<file path="config.mk">
export PLATFORM = sky130hd
export DESIGN_NAME = shift_serializer
export DESIGN_NICKNAME = d
export VERILOG_FILES = /design/src/rtl/shift_serializer.sv
export SDC_FILE = /design/constraint.sdc
export NUM_CORES = 1
export LEC_CHECK = 0
export ABC_CLOCK_PERIOD_IN_PS = 2000
export CORE_ASPECT_RATIO = 0.8
export CORE_MARGIN = 4
export CORE_UTILIZATION = 40
export DETAILED_ROUTE_END_ITERATION = 7
export HOLD_SLACK_MARGIN = 0.08
export PLACE_DENSITY = 0.62
export SETUP_SLACK_MARGIN = 0.05
export SYNTH_ARGS = -nofsm -noshare
export SYNTH_HDL_FRONTEND = slang
export SYNTH_SLANG_ARGS = --single-unit
</file>
<file path="constraint.sdc">
create_clock -name clk -period 2 [get_ports clk]
set_input_delay 0.4 -clock clk [delete_from_list [all_inputs] [get_ports clk]]
set_output_delay 0.4 -clock clk [all_outputs]
set_load 0.05 [all_outputs]
</file>
<file path="src/rtl/shift_serializer.sv">
// Parallel-to-serial front end for an 8-bit serial-in shift register.
// Buffers one word and emits it as a serial bit plus a shift strobe, with optional inter-word gap.
module shift_serializer #(
    parameter int WIDTH      = 8,
    parameter int GAP_CYCLES = 0,
    parameter int MSB_FIRST  = 1
) (
    input  logic             clk,
    input  logic             reset_n,
    input  logic [WIDTH-1:0] in_data,
    input  logic             in_valid,
    output logic             in_ready,
    input  logic             hold,
    output logic             ser_data,
    output logic             ser_shift_en,
    output logic             word_done,
    output logic             busy,
    output logic [1:0]       state_dbg
);

    localparam int CNT_W = $clog2(WIDTH);
    localparam int GAP_W = (GAP_CYCLES > 1) ? $clog2(GAP_CYCLES) : 1;

    typedef enum logic [1:0] {
        IDLE  = 2'd0,
        SHIFT = 2'd1,
        GAP   = 2'd2
    } state_t;

    state_t             state;
    state_t             state_nxt;
    logic [WIDTH-1:0]   buf_data;
    logic               buf_full;
    logic [WIDTH-1:0]   shreg;
    logic [CNT_W-1:0]   bit_cnt;
    logic [GAP_W-1:0]   gap_cnt;
    logic               accept;
    logic               load;
    logic               gap_done;

    // Handshake: a word transfers on any rising edge where in_valid && in_ready.
    // in_ready is pure registered state, so there is no in_valid -> in_ready path.
    assign in_ready  = !buf_full;
    assign accept    = in_valid && !buf_full;
    assign busy      = (state != IDLE) || buf_full;
    assign state_dbg = state;
    assign gap_done  = (state == GAP) && (gap_cnt == GAP_W'(GAP_CYCLES - 1));

    always_comb begin
        state_nxt    = state;
        load         = 1'b0;
        ser_shift_en = 1'b0;
        ser_data     = 1'b0;
        word_done    = 1'b0;
        case (state)
            IDLE: begin
                if (buf_full) begin
                    load      = 1'b1;
                    state_nxt = SHIFT;
                end
            end
            SHIFT: begin
                ser_shift_en = !hold;
                ser_data     = (MSB_FIRST != 0) ? shreg[WIDTH-1] : shreg[0];
                word_done    = !hold && (bit_cnt == CNT_W'(WIDTH - 1));
                if (word_done) begin
                    if (GAP_CYCLES > 0) begin
                        state_nxt = GAP;
                    end else if (buf_full) begin
                        load = 1'b1;
                    end else begin
                        state_nxt = IDLE;
                    end
                end
            end
            GAP: begin
                if (gap_done) begin
                    if (buf_full) begin
                        load      = 1'b1;
                        state_nxt = SHIFT;
                    end else begin
                        state_nxt = IDLE;
                    end
                end
            end
            default: state_nxt = IDLE;
        endcase
    end

    always_ff @(posedge clk or negedge reset_n) begin
        if (!reset_n) begin
            state    <= IDLE;
            buf_data <= '0;
            buf_full <= 1'b0;
            shreg    <= '0;
            bit_cnt  <= '0;
            gap_cnt  <= '0;
        end else begin
            state <= state_nxt;
            // accept needs an empty buffer and load needs a full one, so they never coincide
            if (accept) begin
                buf_data <= in_data;
                buf_full <= 1'b1;
            end else if (load) begin
                buf_full <= 1'b0;
            end
            if (load) begin
                shreg   <= buf_data;
                bit_cnt <= '0;
            end else if (ser_shift_en) begin
                shreg   <= (MSB_FIRST != 0) ? {shreg[WIDTH-2:0], 1'b0} : {1'b0, shreg[WIDTH-1:1]};
                bit_cnt <= word_done ? '0 : bit_cnt + CNT_W'(1);
            end
            if (state == GAP) begin
                gap_cnt <= gap_done ? '0 : gap_cnt + GAP_W'(1);
            end else begin
                gap_cnt <= '0;
            end
        end
    end

endmodule
</file>
==> results.md, run 1 <==
- Syn nets: 86
- Number of global-route vias before repair: 613
- DRC viols: 0
- Dpl ws: 0.0467 ns
- Slowest library cell on the worst path: dfrtp_1
- Clock Skews: 0.00458 ns
- All-Layer GR Usage: 10.6%
- CP max stage delay: 0.42 ns
- Wire per inst: 12.1 µm
- Critical Path Start Type: flop
- Die Footprint: 3420 µm²
- Initial antenna violation count: 0
- Finished Layout Cells: 131
- Seq cells post-synth: 21
- Via Count: 602
- Clock latency on the worst-skew pair: 0.30 ns
- Share of post-route cells with drive strength above 1: 43.2%
- Final Power: 1380 µW
- Synth warn: 0
- Num CTS Buffers: 3
- Dpl hpwl: 1200 µm
- Global-route wire length before repair: 2680 µm
- R2r startpoint: bit_cnt[0]$_DFFE_PN0P_
- # rows: 16
- Vias/cell: 4.60
- Placed Cells: 126
- Max-slew violation count: 0
- Layout area overhead: 26.5%
- Reg2Reg Depth: 5
- Clock transition at path regs: 0.11 ns
- Final hold viol count: 0
- Average size of a mapped cell: 14.1 µm²
- Arr. time, crit path: 1.45 ns
- DR iter-0 viols: 18
- Top cells by area, synth: dfrtp_1 52%, mux2_2 17%, mux2_4 12%
- Total grt overflow: 0
- Worst EP required: 1.60 ns
- Area of the core: 2440 µm²
- Rel. slew slack: 66.5%
- Post-Syn Area: 1020 µm²
- Ant. Diodes: 0
- DRT antenna net count: 0
- Largest net degree at the start of global routing: 22
- RR Endpoint: shreg[3]$_DFFE_PN0P_
- I/O Pins: 19
- Crit. End Element: primary output
- Reg2reg setup slack: 0.21 ns
- Yosys cell types: 22
- Clock Sink Count: 21
- CP cell instances: ha_1, ha_2, and2_2, buf_12
- Worst-margin pin slew: 0.501 ns
- Gate Count Post-Synth: 72
- First-pass iteration count of the detailed router: 2
- Starting Density: 41.6%
- Worst Path Max Fanout: 4
- Fin worst setup slack: 0.146 ns
- # setup viols final: 0
- Die width: 64.3 µm
- Global placer's final weighted congestion: 0.736
- Input/output buffers: 17
- Worst min path class: in -> async
- Final TNS setup: 0 ns
- Unrepaired setup endpoints after global routing: no
- Max IR drop VDD: 584 µV
- P_leak: 0.000614 µW
- Sequential fraction of the synthesis area: 51.7%
- Status: finished, final reports clean
- Tcrit/Tclk final: 92.7%
- Area leader, netlist: dfrtp_1
- CTS tree: done
- Drt total wl: 1580 µm
- FMAX: 539 MHz
- Fillers: 231
- Hold buffers post-CTS: 0
- Power per Cell Area: 1080 nW/µm²
- Worst path bufs/invs: 1
- H-tree Lvls: 1
- Die height: 53.1 µm
- Kind of cell with the highest combined delay on the critical path: flip-flops
- Top cell type's share of synthesized area: 51.7%
- Max-Cap Viols: 0
- Net count, final: 110
- Crit Path Class: reg -> out
- Root buf cell: clkbuf_4
- Clk buf depth: 2
- Post-layout min period: 1.85 ns
==> sequential cells by signal, indices dropped and copies added (netlist names) <==
name,flops
bit_cnt,3
buf_data,8
buf_full,1
shreg,8
state_dbg,1
==> kinds of logic (layout without fill, tap and decap cells) <==
group                    count (synthesis)  count (layout)  share of synthesized area, %
AO/OA/AOI/OAI                            5               5                          3.82
adder cells (fa/ha/maj)                  2               2                          2.46
buffers and inverters                    5              28                          3.45
flip-flops                              21              21                          51.7
multiplexers                            25              25                          30.4
other                                    1               1                         0.369
AND/OR/NAND/NOR                         13              13                          7.76
==> metal layers <==
| metal | track usage (%) | vias to the layer above | routed length [µm] |
|---|---|---|---|
| li1 | - | 292 | - |
| met1 | 11.8 | 290 | 706 |
| met2 | 18.8 | 18 | 739 |
| met3 | 4.88 | 2 | 121 |
| met4 | 2.11 | 0 | 13 |
| met5 | 0 | - | 0 |
==> synthesized netlist by cell type <==
library cell / n
nor2b_2: 1
mux2_2: 15
dfrtp_1: 21
mux2i_1: 2
inv_1: 2
ha_1: 2
buf_8: 1
buf_4: 1
o21ai_0: 2
nor2_1: 5
buf_2: 1
nand3b_1: 1
and2_2: 1
o21ai_4: 1
nand2_1: 1
and2_1: 1
a21oi_1: 1
conb_1: 1
mux2_4: 8
nor2b_1: 2
nor2b_4: 1
o21a_1: 1
==> what timing repair did <==
action,CTS,global route
setup endpoints to repair,1,2
cloned,0,0
hold endpoints to repair,0,0
buffers inserted,1,0
resized for setup,0,2
==> area by class of cell <==
cell class | count | area [µm²] | share of cell area [%]
clock buffers | 4 | 26.3 | 2.04
inverters | 2 | 7.51 | 0.584
multi-input cells | 46 | 458 | 35.6
flip-flops and latches | 21 | 526 | 40.9
well taps | 36 | 45.0 | 3.51
repair buffers | 22 | 223 | 17.3
==> placed cells by master, fill, tap and decap left out, drive strengths merged <==
cell type | Yosys | routed
a21oi | 1 | 1
nand3b | 1 | 1
dlymetal6s2s | 0 | 1
dfrtp | 21 | 21
buf | 3 | 10
inv | 2 | 2
o21a | 1 | 1
o21ai | 3 | 3
nand2 | 1 | 1
mux2 | 23 | 23
nor2 | 5 | 5
and2 | 2 | 2
clkdlybuf4s50 | 0 | 11
clkbuf | 0 | 4
ha | 2 | 2
conb | 1 | 1
mux2i | 2 | 2
nor2b | 4 | 4
==> worst max path at each step <==
stage	start	end	slack (ns)	cells after the start
after CTS	state_dbg[0]$_DFFE_PN0P_	state_dbg[0]	0.07	1
final	bit_cnt[0]$_DFFE_PN0P_	word_done	0.15	4
after global routing	bit_cnt[0]$_DFFE_PN0P_	word_done	0.09	4
after floorplan	state_dbg[0]$_DFFE_PN0P_	word_done	0.16	3
after global placement	hold	word_done	0.07	4
after detailed placement	hold	shreg[3]$_DFFE_PN0P_	0.05	5
==> through the flow <==
| stage | util (%) | instance area [µm²] | hold slack (ns) |
|---|---|---|---|
| detailed placement | 51.0 | 1250 | 0.491 |
| global placement | 51.0 | 1250 | 0.491 |
| CTS | 52.4 | 1280 | 0.432 |
| finish | 52.6 | 1280 | 0.429 |
| global route | 52.6 | 1280 | 0.440 |
| floorplan | - | 1020 | 0.104 |
==> report_power, final <==
| group | switching, µW | leakage, µW | internal (µW) |
|---|---|---|---|
| sequential | 92.2 | 0.000261 | 592 |
| combinational | 199 | 0.000339 | 304 |
| clock | 120 | 0.0000150 | 77.7 |
==> worst reg2reg max path, delay by kind of cell, from the launching register on <==
kind / cells / cell delay, ns
DFF: 1 / 0.42
AOI/OAI and AO/OA: 1 / 0.31
and+or+nand+nor: 1 / 0.18
adders and majority gates: 2 / 0.40
muxes: 1 / 0.38
(Power assumes the default switching activity.)
==> run 2: changes to the inputs <==
CORE_UTILIZATION = 35   (was 40)
PLACE_DENSITY = 0.55   (was 0.62)
==> run 2 against run 1 <==
Effect of this change: final cell count increased by 3.1%; wire length increased by 1.4%; critical path type unchanged; largest power group unchanged; register-to-register slack about the same; sequential share of layout area decreased by 0.59 points; critical path depth unchanged.
==> results.md, run 2 (synthesis gave the netlist of run 1 again) <==
- Global-route wire length before repair: 2790 µm (was 2680 µm)
- I/O Pins: 19 (unchanged)
- Finished Layout Cells: 135 (was 131)
- Die Footprint: 3830 µm² (was 3420 µm²)
- Area of the core: 2770 µm² (was 2440 µm²)
- Die width: 68.2 µm (was 64.3 µm)
- Clock transition at path regs: 0.11 ns (about the same)
- Crit. End Element: primary output (unchanged)
- Timing startpoint of the critical path: bit_cnt[0]$_DFFE_PN0P_ (unchanged)
- Ant. Diodes: 0 (unchanged)
- Tcrit/Tclk final: 93.0% (was 92.7%)
- Worst Path Max Fanout: 4 (unchanged)
- Crit Path Class: reg -> out (unchanged)
- Share of post-route cells with drive strength above 1: 45.4% (was 43.2%)
- Power per Cell Area: 1070 nW/µm² (was 1080 nW/µm²)
- # rows: 17 (was 16)
- Final core occ: 47.1% (was 52.6%)
- Via Count: 605 (was 602)
- Critical Path Start Type: flop (unchanged)
- Placed Cells: 128 (was 126)
- DRT antenna net count: 0 (unchanged)
- Die height: 56.2 µm (was 53.1 µm)
- Clock latency on the worst-skew pair: 0.30 ns (about the same)
- Wire per inst: 11.9 µm (was 12.1 µm)
- Clock Sink Count: 21 (unchanged)
- Most common cell after layout, fill and taps aside: dfrtp_1 (unchanged)
- Dpl hpwl: 1140 µm (was 1200 µm)
- DRC viols: 0 (unchanged)
- All-Layer GR Usage: 9.65% (was 10.6%)
- Slowest library cell on the worst path: dfrtp_1 (unchanged)
- CP max stage delay: 0.42 ns (about the same)
- Vias/cell: 4.48 (was 4.60)
- # setup viols final: 0 (unchanged)
- Worst min path class: in -> async (unchanged)
- Post-layout min period: 1.86 ns (was 1.85 ns)
- Biggest regs: buf_data (8), shreg (8), bit_cnt (3) (unchanged)
- Unrepaired setup endpoints after global routing: no (unchanged)
- R2r startpoint: bit_cnt[0]$_DFFE_PN0P_ (unchanged)
- Rel. slew slack: 66.7% (was 66.5%)
- Max-Cap Viols: 0 (unchanged)
- Root buf cell: clkbuf_4 (unchanged)
- Clk buf depth: 2 (unchanged)
- Arr. time, crit path: 1.46 ns (was 1.45 ns)
- Global placer's final weighted congestion: 0.722 (was 0.736)
- Initial antenna violation count: 0 (unchanged)
- Net count, final: 112 (was 110)
- FMAX: 537 MHz (was 539 MHz)
- Final TNS setup: 0 ns (unchanged)
- Layout area overhead: 28.3% (was 26.5%)
- Kind of cell with the highest combined delay on the critical path: flip-flops (unchanged)
- Status: finished, final reports clean (unchanged)
- Drt total wl: 1600 µm (was 1580 µm)
- CP cell instances: ha_1, ha_2, and2_2, buf_12 (unchanged)
- Starting Density: 36.7% (was 41.6%)
- Total grt overflow: 0 (unchanged)
- Largest net degree at the start of global routing: 22 (unchanged)
- Most frequent cells in the layout: 21 x dfrtp_1, 15 x mux2_2, 11 x clkdlybuf4s50_1 (unchanged)
- Num CTS Buffers: 3 (unchanged)
- Max IR drop VDD: 566 µV (was 584 µV)
- Input/output buffers: 17 (unchanged)
- Hold buffers post-CTS: 0 (unchanged)
- Worst EP required: 1.60 ns (about the same)
- CTS tree: done (unchanged)
- P_leak: 0.000627 µW (was 0.000614 µW)
- DR iter-0 viols: 23 (was 18)
- H-tree Lvls: 1 (unchanged)
- First-pass iteration count of the detailed router: 3 (was 2)
- Clock Skews: 0.00344 ns (was 0.00458 ns)
- Worst-margin pin slew: 0.499 ns (was 0.501 ns)
- Final hold viol count: 0 (unchanged)
- Number of global-route vias before repair: 642 (was 613)
- Worst path bufs/invs: 1 (unchanged)
- Max-slew violation count: 0 (unchanged)
[run 2: changes by cell type in the layout (fill, tap and decap cells not counted), sizes merged]
cell    previous run  this run
clkinv             0         1
buf               10        12
clkbuf             4         3
[run 2: layout make-up]
type	count	area (µm²)
clock buffer	3	22.5
clock inverter	1	5.00
fill	251	1460
inverter	2	7.51
multi-input combinational	46	458
sequential	21	526
tap	38	47.5
timing repair buffer	24	238
[run 2: final timing paths]
path,to,slack [ns],cells after the start
worst max-delay path,word_done,0.14,4
worst min-delay path,buf_data[5]$_DFFE_PN0P_,0.44,2
worst max register to register,shreg[7]$_DFFE_PN0P_,0.21,5
worst min register to register,shreg[7]$_DFFE_PN0P_,0.51,1
max in group asynchronous,bit_cnt[0]$_DFFE_PN0P_,1.35,2
min in group clk,shreg[7]$_DFFE_PN0P_,0.51,1
[run 2: per-layer routing]
layer  up-vias  share of wire [%]  track usage (%)
met5         -                  0                0
met2        16                 47             16.2
li1        299                  -                -
met1       290                 46             11.7
met3         0                7.1             4.24
met4         0                  0            0.850
[run 2: metrics by stage]
stage	hold WS [ns]	total power, µW	instance area, µm²	setup slack, ns
floorplan	0.104	1060	1020	0.157
global placement	0.493	1180	1250	0.0160
detailed placement	0.493	1200	1250	0.00715
CTS	0.434	1410	1290	0.0686
global route	0.462	1520	1300	0.0664
finish	0.436	1400	1300	0.139
[run 2: worst reg2reg max path, cell delays in order (launching register included)]
cell and delay, ns:
dfrtp_1 0.42, ha_1 0.22, ha_2 0.19, nor2b_2 0.18, o21ai_4 0.31, mux2_2 0.38
[run 2: timing repair]
action,CTS,global route
buffers inserted,2,1
endpoints found under the setup margin,2,2
gates resized for setup,0,2
[run 2: report_power, final]
part | switching, µW | internal (µW)
sequential | 91.3 | 591
clock | 125 | 74.5
combinational | 200 | 318
==> run 3: changes to the inputs <==
CAP_MARGIN = 20   (was unset)
PLACE_DENSITY = 0.66   (was 0.55)
==> run 3 against run 2 <==
Effect of this change: register-to-register slack got worse by 0.02 ns; hold slack got worse by 0.0058 ns; clock skew increased by 0.0049 ns; flip-flop and latch count unchanged; largest cell class unchanged.
==> results.md, run 3 (synthesis gave the netlist of run 1 again) <==
- Status: finished, final reports clean (unchanged)
- Root buf cell: clkbuf_4 (unchanged)
- Most frequent cells in the layout: 21 x dfrtp_1, 15 x mux2_2, 11 x clkdlybuf4s50_1 (unchanged)
- Largest net degree at the start of global routing: 22 (unchanged)
- Tcrit/Tclk final: 93.6% (was 93.0%)
- Input/output buffers: 17 (unchanged)
- Dpl hpwl: 1200 µm (was 1140 µm)
- Via Count: 602 (was 605)
- DR iter-0 viols: 11 (was 23)
- Max IR drop VDD: 479 µV (was 566 µV)
- CP cell instances: ha_1, ha_1, and2_2, buf_12 (was ha_1, ha_2, and2_2, buf_12)
- Clock latency on the worst-skew pair: 0.30 ns (about the same)
- Area of the core: 2770 µm² (unchanged)
- R2r startpoint: bit_cnt[0]$_DFFE_PN0P_ (unchanged)
- Total grt overflow: 0 (unchanged)
- Initial antenna violation count: 0 (unchanged)
- CP most frequent cell: ha_1
- Vias/cell: 4.49 (was 4.48)
- Net count, final: 111 (was 112)
- First-pass iteration count of the detailed router: 4 (was 3)
- Critical Path Start Type: flop (unchanged)
- Number of global-route vias before repair: 605 (was 642)
- Arr. time, crit path: 1.47 ns (was 1.46 ns)
- Most common cell after layout, fill and taps aside: dfrtp_1 (unchanged)
- Max-slew violation count: 0 (unchanged)
- Biggest regs: buf_data (8), shreg (8), bit_cnt (3) (unchanged)
- Placed Cells: 128 (unchanged)
- Worst-margin pin slew: 0.503 ns (was 0.499 ns)
- # rows: 17 (unchanged)
- Clock transition at path regs: 0.11 ns (about the same)
- Rel. slew slack: 66.4% (was 66.7%)
- Power per Cell Area: 1070 nW/µm² (about the same)
- Clock Sink Count: 21 (unchanged)
- Final TNS setup: 0 ns (unchanged)
- Finished Layout Cells: 134 (was 135)
- Fillers: 256 (was 251)
- Worst min path class: in -> async (unchanged)
- Global placer's final weighted congestion: 0.713 (was 0.722)
- Share of post-route cells with drive strength above 1: 42.7% (was 45.4%)
- Max-Cap Viols: 0 (unchanged)
- Wire per inst: 12.0 µm (was 11.9 µm)
- Unrepaired setup endpoints after global routing: no (unchanged)
- Final core occ: 46.7% (was 47.1%)
- I/O Pins: 19 (unchanged)
- Die height: 56.2 µm (unchanged)
- CP max stage delay: 0.41 ns (was 0.42 ns)
- Ant. Diodes: 0 (unchanged)
- Timing startpoint of the critical path: bit_cnt[0]$_DFFE_PN0P_ (unchanged)
- H-tree Lvls: 1 (unchanged)
- Global-route wire length before repair: 2790 µm (unchanged)
- Num CTS Buffers: 3 (unchanged)
- Final Power: 1380 µW (was 1400 µW)
- Clk buf depth: 2 (unchanged)
- Hold buffers post-CTS: 0 (unchanged)
- All-Layer GR Usage: 9.76% (was 9.65%)
- Reg2Reg Depth: 5 (unchanged)
- P_leak: 0.000621 µW (was 0.000627 µW)
- Die Footprint: 3830 µm² (unchanged)
- Crit Path Class: reg -> out (unchanged)
- Die width: 68.2 µm (unchanged)
- Post-layout min period: 1.87 ns (was 1.86 ns)
- FMAX: 534 MHz (was 537 MHz)
- # setup viols final: 0 (unchanged)
- Starting Density: 36.7% (unchanged)
- DRC viols: 0 (unchanged)
- Final hold viol count: 0 (unchanged)
- Clock Skews: 0.00837 ns (was 0.00344 ns)
- Worst EP required: 1.60 ns (about the same)
- Drt total wl: 1610 µm (was 1600 µm)
- Layout area overhead: 27.2% (was 28.3%)
- Crit. End Element: primary output (unchanged)
- Slowest library cell on the worst path: dfrtp_1 (unchanged)
- CTS tree: done (unchanged)
- Fin Hold WS: 0.430 ns (was 0.436 ns)
- DRT antenna net count: 0 (unchanged)
- Worst Path Max Fanout: 4 (unchanged)
run 3: changes by cell type in the layout (fill, tap and decap cells not counted):
cell,before,now
buf_4,10,9
ha_2,1,0
ha_1,1,2
clkinv_2,1,0
clkbuf_1,0,1
run 3: worst max-delay path: cells and delay by family (launching register included):
family / cells / cell delay, ns
adders and majority gates: 2 / 0.43
DFF: 1 / 0.41
and+or+nand+nor: 1 / 0.20
buffers and inverters: 1 / 0.15
run 3: power breakdown:
part / internal, µW / leakage [µW] / switching [µW]
Sequential: 591 / 0.000261 / 86.6
Combinational: 305 / 0.000346 / 200
Clock: 77.6 / 0.0000150 / 119
Total: 973 / 0.000621 / 406
run 3: layout make-up:
| class | instances | area (µm²) | area share (%) |
|---|---|---|---|
| clock buffers | 4 | 26.3 | 2.03 |
| well taps | 38 | 47.5 | 3.68 |
| inverters | 2 | 7.51 | 0.581 |
| repair buffers | 23 | 230 | 17.8 |
| multi-input cells | 46 | 455 | 35.2 |
| flip-flops and latches | 21 | 526 | 40.7 |
run 3: through the flow:
stage,cell area (µm²),setup slack (ns)
2_1_floorplan,1020,0.157
3_3_place_gp,1250,0.0554
3_5_place_dp,1250,0.0338
4_1_cts,1290,0.0620
5_1_grt,1290,0.0557
6_report,1290,0.128
run 3: final timing paths:
check                                            end  slack, ns
min in group clk                shreg[1]$_DFFE_PN0P_       0.51
worst max register to register  shreg[3]$_DFFE_PN0P_       0.19
worst min register to register  shreg[1]$_DFFE_PN0P_       0.51
max in group asynchronous       shreg[3]$_DFFE_PN0P_       1.35
worst max-delay path                       word_done       0.13
worst min-delay path            shreg[1]$_DFFE_PN0P_       0.43
run 3: repair_timing:
item,4_1_cts,5_1_grt
cloned,0,0
setup buffers,2,0
endpoints found under the setup margin,2,1
pin swaps,0,0
gates resized for setup,0,1
run 3: routing by layer:
layer	up-vias	GRT usage, %	routed length, µm
li1	295	-	-
met1	289	13.3	802
met2	18	14.4	689
met3	0	4.85	119
met4	0	0.850	0
met5	-	0	0
